$ cat src/rtl/or_8way.sv
// or_8way: eight-input OR reduction over single-bit flags a..h.
//
// Packed view of the inputs is {a,b,c,d,e,f,g,h}: a is bit 7, h is bit 0.
//
// Ports:
//   clk        rising-edge clock for every registered output
//   rst_n      synchronous active-low reset, sampled on rising clk
//   a..h       single-bit flags (a = index 7 .. h = index 0)
//   sticky_clr synchronous clear for sticky_q (ignored when the sticky build is off)
//   y          combinational OR of all eight inputs, independent of clk/rst_n
//   y_q        y registered, one-cycle latency
//   idx_q      index of the most significant set input, registered (0 when none set;
//              qualify with y_q)
//   cnt_q      number of set inputs, 0..8, registered
//   sticky_q   "any input seen" flag since the last clear/reset
//
// Build option: define OR8WAY_STICKY_EN to enable sticky_q; otherwise it is
// tied to 0 and sticky_clr is unused. The port list is the same either way.

module or_8way (
    input  logic       clk,
    input  logic       rst_n,
    input  logic       a,
    input  logic       b,
    input  logic       c,
    input  logic       d,
    input  logic       e,
    input  logic       f,
    input  logic       g,
    input  logic       h,
    input  logic       sticky_clr,
    output logic       y,
    output logic       y_q,
    output logic [2:0] idx_q,
    output logic [3:0] cnt_q,
    output logic       sticky_q
);

    localparam int unsigned N_IN  = 8;
    localparam int unsigned IDX_W = 3;
    localparam int unsigned CNT_W = 4;

    logic [N_IN-1:0]  in_vec;
    logic [IDX_W-1:0] idx_c;
    logic [CNT_W-1:0] cnt_c;

    assign in_vec = {a, b, c, d, e, f, g, h};

    // Combinational reduction, deliberately outside any reset.
    assign y = |in_vec;

    // Highest set bit: ascending scan so the last hit is the most significant.
    always_comb begin
        idx_c = '0;
        for (int i = 0; i < N_IN; i++) begin
            if (in_vec[i]) begin
                idx_c = IDX_W'(i);
            end
        end
    end

    // Population count; 4 bits so an all-ones input reports 8.
    always_comb begin
        cnt_c = '0;
        for (int i = 0; i < N_IN; i++) begin
            cnt_c = cnt_c + CNT_W'(in_vec[i]);
        end
    end

    // Registered companions of the combinational results.
    always_ff @(posedge clk) begin
        if (!rst_n) begin
            y_q   <= 1'b0;
            idx_q <= '0;
            cnt_q <= '0;
        end else begin
            y_q   <= y;
            idx_q <= idx_c;
            cnt_q <= cnt_c;
        end
    end

`ifdef OR8WAY_STICKY_EN
    // Sticky any-seen flag; a clear on the same edge as a new hit wins.
    always_ff @(posedge clk) begin
        if (!rst_n) begin
            sticky_q <= 1'b0;
        end else if (sticky_clr) begin
            sticky_q <= 1'b0;
        end else begin
            sticky_q <= sticky_q | y;
        end
    end
`else
    logic unused_sticky_clr;

    assign unused_sticky_clr = sticky_clr;
    assign sticky_q          = 1'b0;
`endif

endmodule

$ cat config.mk
export PLATFORM = sky130hd
export DESIGN_NAME = or_8way
export DESIGN_NICKNAME = d
export VERILOG_FILES = /design/src/rtl/or_8way.sv
export SDC_FILE = /design/constraint.sdc
export NUM_CORES = 1
export LEC_CHECK = 0
export CAP_MARGIN = 0
export CORE_AREA = 4 4 41 43
export CTS_BUF_LIST = sky130_fd_sc_hd__clkbuf_16
export CTS_CLUSTER_DIAMETER = 30
export DETAILED_ROUTE_END_ITERATION = 12
export DIE_AREA = 0 0 45 47
export MAX_ROUTING_LAYER = met4
export PLACE_DENSITY = 0.77
export SLEW_MARGIN = 20
export SYNTH_ARGS = -nofsm -noshare
export SYNTH_HDL_FRONTEND = slang
export SYNTH_SLANG_ARGS = --single-unit
export TNS_END_PERCENT = 10
$ cat constraint.sdc
create_clock -name clk -period 3.3 [get_ports clk]
set_input_delay 0.495 -clock clk [delete_from_list [all_inputs] [get_ports clk]]
set_output_delay 0.495 -clock clk [all_outputs]
set_load 0.1 [all_outputs]
==> flow_metrics.env <==
export IMPL_grt_start_max_net_pins=6
export IMPL_synth_warning_count=0
export IMPL_top_signal_layer_used="met4"
export IMPL_cts_sinks=8
export IMPL_wirelength_um=965
export IMPL_wl_met3_um=125
export IMPL_diodes=0
export IMPL_maxCapViolCount=0
export IMPL_worst_setup_path_endpoint="cnt_q[2]$_SDFF_PN0_"
export IMPL_leakage_power_figure_nw=0.3934
export IMPL_post_synth_top_area_cell="sky130_fd_sc_hd__dfxtp_1"
export IMPL_synth_area_um2=469.2
export IMPL_worst_endpoint_data_arrival_time_ns=3.00
export IMPL_wirelength_met1_um=370
export IMPL_drt_pass1_iterations=2
export IMPL_synth_top_area_share_pct=34.13
export IMPL_power_total_w=0.0005275
export IMPL_synth_avg_cell_area_um2=9.200
export IMPL_core_area_um2=1301
export IMPL_met2RoutedLength_um=452
export IMPL_postSynth_topFlopCell="sky130_fd_sc_hd__dfxtp_1"
export IMPL_timing_hold_violations_final=0
export IMPL_floorplan_row_count=13
export IMPL_period_share_pct=87.58
export IMPL_worst_slew_pin_transition_ns=0.9655
export IMPL_final_wtd_congestion=0.8019
export IMPL_grt_antenna_before_repair=0
export IMPL_final_net_count=97
export IMPL_grt_overflow=0
export IMPL_numPortBuffers=18
export IMPL_detail_route_wl_per_cell_um=10.60
export IMPL_synth_ff_latch_count=8
export IMPL_postSynth_asyncResetShare_pct=0
export IMPL_initial_utilization_pct=36.06
export IMPL_layout_core_utilization_pct=60.00
export IMPL_clk_pin_slew_ns=0.03
export IMPL_maxSlewViolCount=0
export IMPL_synth_lib_cells_used_distinct=18
export IMPL_crit_required_ns=3.41
export IMPL_smallest_hold_slack_ns=0.6405
export IMPL_cts_setup_buffers=0
export IMPL_cts_hold_buffers_added=0
export IMPL_slew_headroom_pct=35.43
export IMPL_route_vias_total=404
export IMPL_cp_max_fo=2
export IMPL_period_minus_slack_ns=2.890
export IMPL_synth_nets=70
export IMPL_start_kind="primary input"
export IMPL_timing_hold_worst_start="d"
export IMPL_synth_edf_count=0
export IMPL_dr_first_iter_drc_count=3
export IMPL_drtAntennaViolNets=0
export IMPL_criticalPathCategory="primary input to flop"
export IMPL_areaGrowthSynthToFinish_pct=66.40
export IMPL_cells_after_synth=51
export IMPL_worst_setup_path_start="d"
export IMPL_post_synth_main_area_contributors="sky130_fd_sc_hd__dfxtp_1 34%, sky130_fd_sc_hd__fa_1 17%, sky130_fd_sc_hd__inv_1 11%"
export IMPL_first_pass_grt_wire_length_um=1587
export IMPL_crit_path_end_kind="flop"
export IMPL_final_layout_size_suffix_gt1_share_pct=17.11
export IMPL_dieHeight_um=47
export IMPL_top_level_ports=21
export IMPL_max_freq_mhz=346.0
export IMPL_vias_per_cell=4.440
export IMPL_cts_inserted_buffers=3
export IMPL_max_vdd_ir_drop_uv=257.7
export IMPL_cts_htree_levels=1
export IMPL_clock_tree_root_cell="sky130_fd_sc_hd__clkbuf_16"
export IMPL_area_enclosed_by_the_die_boundary_um2=2115
export IMPL_fp_dieW_um=45
export IMPL_fin_setup_tns_ns=0
export IMPL_rsz0062_at_grt="no"
export IMPL_holdCritPathClass="primary input to flop"
export IMPL_remaining_drc_errors=0
export IMPL_first_global_vias=414
export IMPL_synth_yosys_seq_area_share_pct=34.13
export IMPL_status="complete, no violations"
export IMPL_grt_use_total_pct=11.26
export IMPL_report_final_setup_viol=0
export IMPL_cts_buffer_depth=2
export IMPL_place_hpwl_um=852.5
export IMPL_power_density_nw_per_um2=675.7
export IMPL_cts_tree="done"
-- cell usage in the layout, fill, tap and decap left out --
master                             n
sky130_fd_sc_hd__inv_1            13
sky130_fd_sc_hd__fa_1              4
sky130_fd_sc_hd__dfxtp_1           8
sky130_fd_sc_hd__o41ai_2           1
sky130_fd_sc_hd__a31oi_1           1
sky130_fd_sc_hd__nand2_1           1
sky130_fd_sc_hd__a21oi_1           2
sky130_fd_sc_hd__o21ai_0           2
sky130_fd_sc_hd__xor2_1            1
sky130_fd_sc_hd__nand4_1           1
sky130_fd_sc_hd__inv_2             1
sky130_fd_sc_hd__clkdlybuf4s50_1  14
sky130_fd_sc_hd__ha_2              1
sky130_fd_sc_hd__clkbuf_16         3
sky130_fd_sc_hd__ha_1              3
sky130_fd_sc_hd__and2_1            2
sky130_fd_sc_hd__nor4_1            1
sky130_fd_sc_hd__nor2b_1           1
sky130_fd_sc_hd__dlymetal6s2s_1    3
sky130_fd_sc_hd__nor2_1            5
sky130_fd_sc_hd__conb_1            1
sky130_fd_sc_hd__nor3_2            1
sky130_fd_sc_hd__buf_4             6
-- synthesized netlist by cell type (2+ instances only) --
library cell              count
sky130_fd_sc_hd__nor2_1       5
sky130_fd_sc_hd__o21ai_0      2
sky130_fd_sc_hd__and2_1       2
sky130_fd_sc_hd__a21oi_1      2
sky130_fd_sc_hd__ha_1         4
sky130_fd_sc_hd__fa_1         4
sky130_fd_sc_hd__inv_1       14
sky130_fd_sc_hd__dfxtp_1      8
-- registers in the layout (all words and copies together), names as in the netlist --
| register | count |
|---|---|
| cnt_q | 4 |
| idx_q | 3 |
| y_q | 1 |
-- through the flow --
step / instance area [um^2] / std cells / setup slack, ns
2_1_floorplan: 469.2 / 51 / 0.4619
3_3_place_gp: 695.7 / 88 / -0.1099
3_5_place_dp: 695.7 / 88 / -0.1536
4_1_cts: 770.7 / 91 / 0.05420
5_1_grt: 780.7 / 91 / 0.2774
6_report: 780.7 / 91 / 0.4098
-- what timing repair did --
item,CTS,global route
gates resized for setup,0,5
setup endpoints to repair,0,2
hold endpoints to repair,0,0
-- layer usage --
metal / GRT usage [%] / up-vias
li1: - / 204
met1: 11.60 / 178
met2: 18.36 / 20
met3: 3.831 / 2
met4: 7.018 / 0
met5: - / -
-- kinds of logic after synthesis --
family          synth area share, %
simple gates                  13.60
buf+inv                       12.80
xor+xnor                      1.867
compound gates                9.069
other cells                  0.7992
fa+ha+maj                     27.73
flops                         34.13
-- critical path, cell delays in order --
cell,delay [ns]
sky130_fd_sc_hd__dlymetal6s2s_1,0.12
sky130_fd_sc_hd__inv_1,0.07
sky130_fd_sc_hd__fa_1,0.52
sky130_fd_sc_hd__fa_1,0.54
sky130_fd_sc_hd__fa_1,0.41
sky130_fd_sc_hd__inv_1,0.07
sky130_fd_sc_hd__ha_2,0.17
sky130_fd_sc_hd__inv_1,0.05
sky130_fd_sc_hd__fa_1,0.37
sky130_fd_sc_hd__xor2_1,0.15
sky130_fd_sc_hd__nor2_1,0.06
-- power by group --
part	internal [W]	switching, W	total, W
Combinational	0.0000632	0.000152	0.000215
Clock	0.000156	0.0000422	0.000198
Sequential	0.000111	0.00000333	0.000115
Total	0.000330	0.000197	0.000528
-- layout make-up --
type                            instances  area [um^2]
Timing Repair Buffer                   23        222.7
Sequential cell                         8        160.2
Fill cell                             106        520.5
Clock buffer                            3        75.07
Tap cell                               15        18.77
Multi-Input combinational cell         28        251.5
Inverter                               14        52.55
-- how the worst min path moves through the flow --
stage | endpoint | slack (ns) | depth (start not counted)
floorplan | idx_q[0]$_SDFF_PN0_ | 0.60 | 1
global placement | cnt_q[3]$_SDFF_PN0_ | 1.16 | 3
detailed placement | cnt_q[3]$_SDFF_PN0_ | 1.14 | 3
CTS | cnt_q[3]$_SDFF_PN0_ | 0.91 | 3
global route | idx_q[0]$_SDFF_PN0_ | 0.66 | 3
finish | idx_q[0]$_SDFF_PN0_ | 0.64 | 3
(Power assumes the default switching activity.)
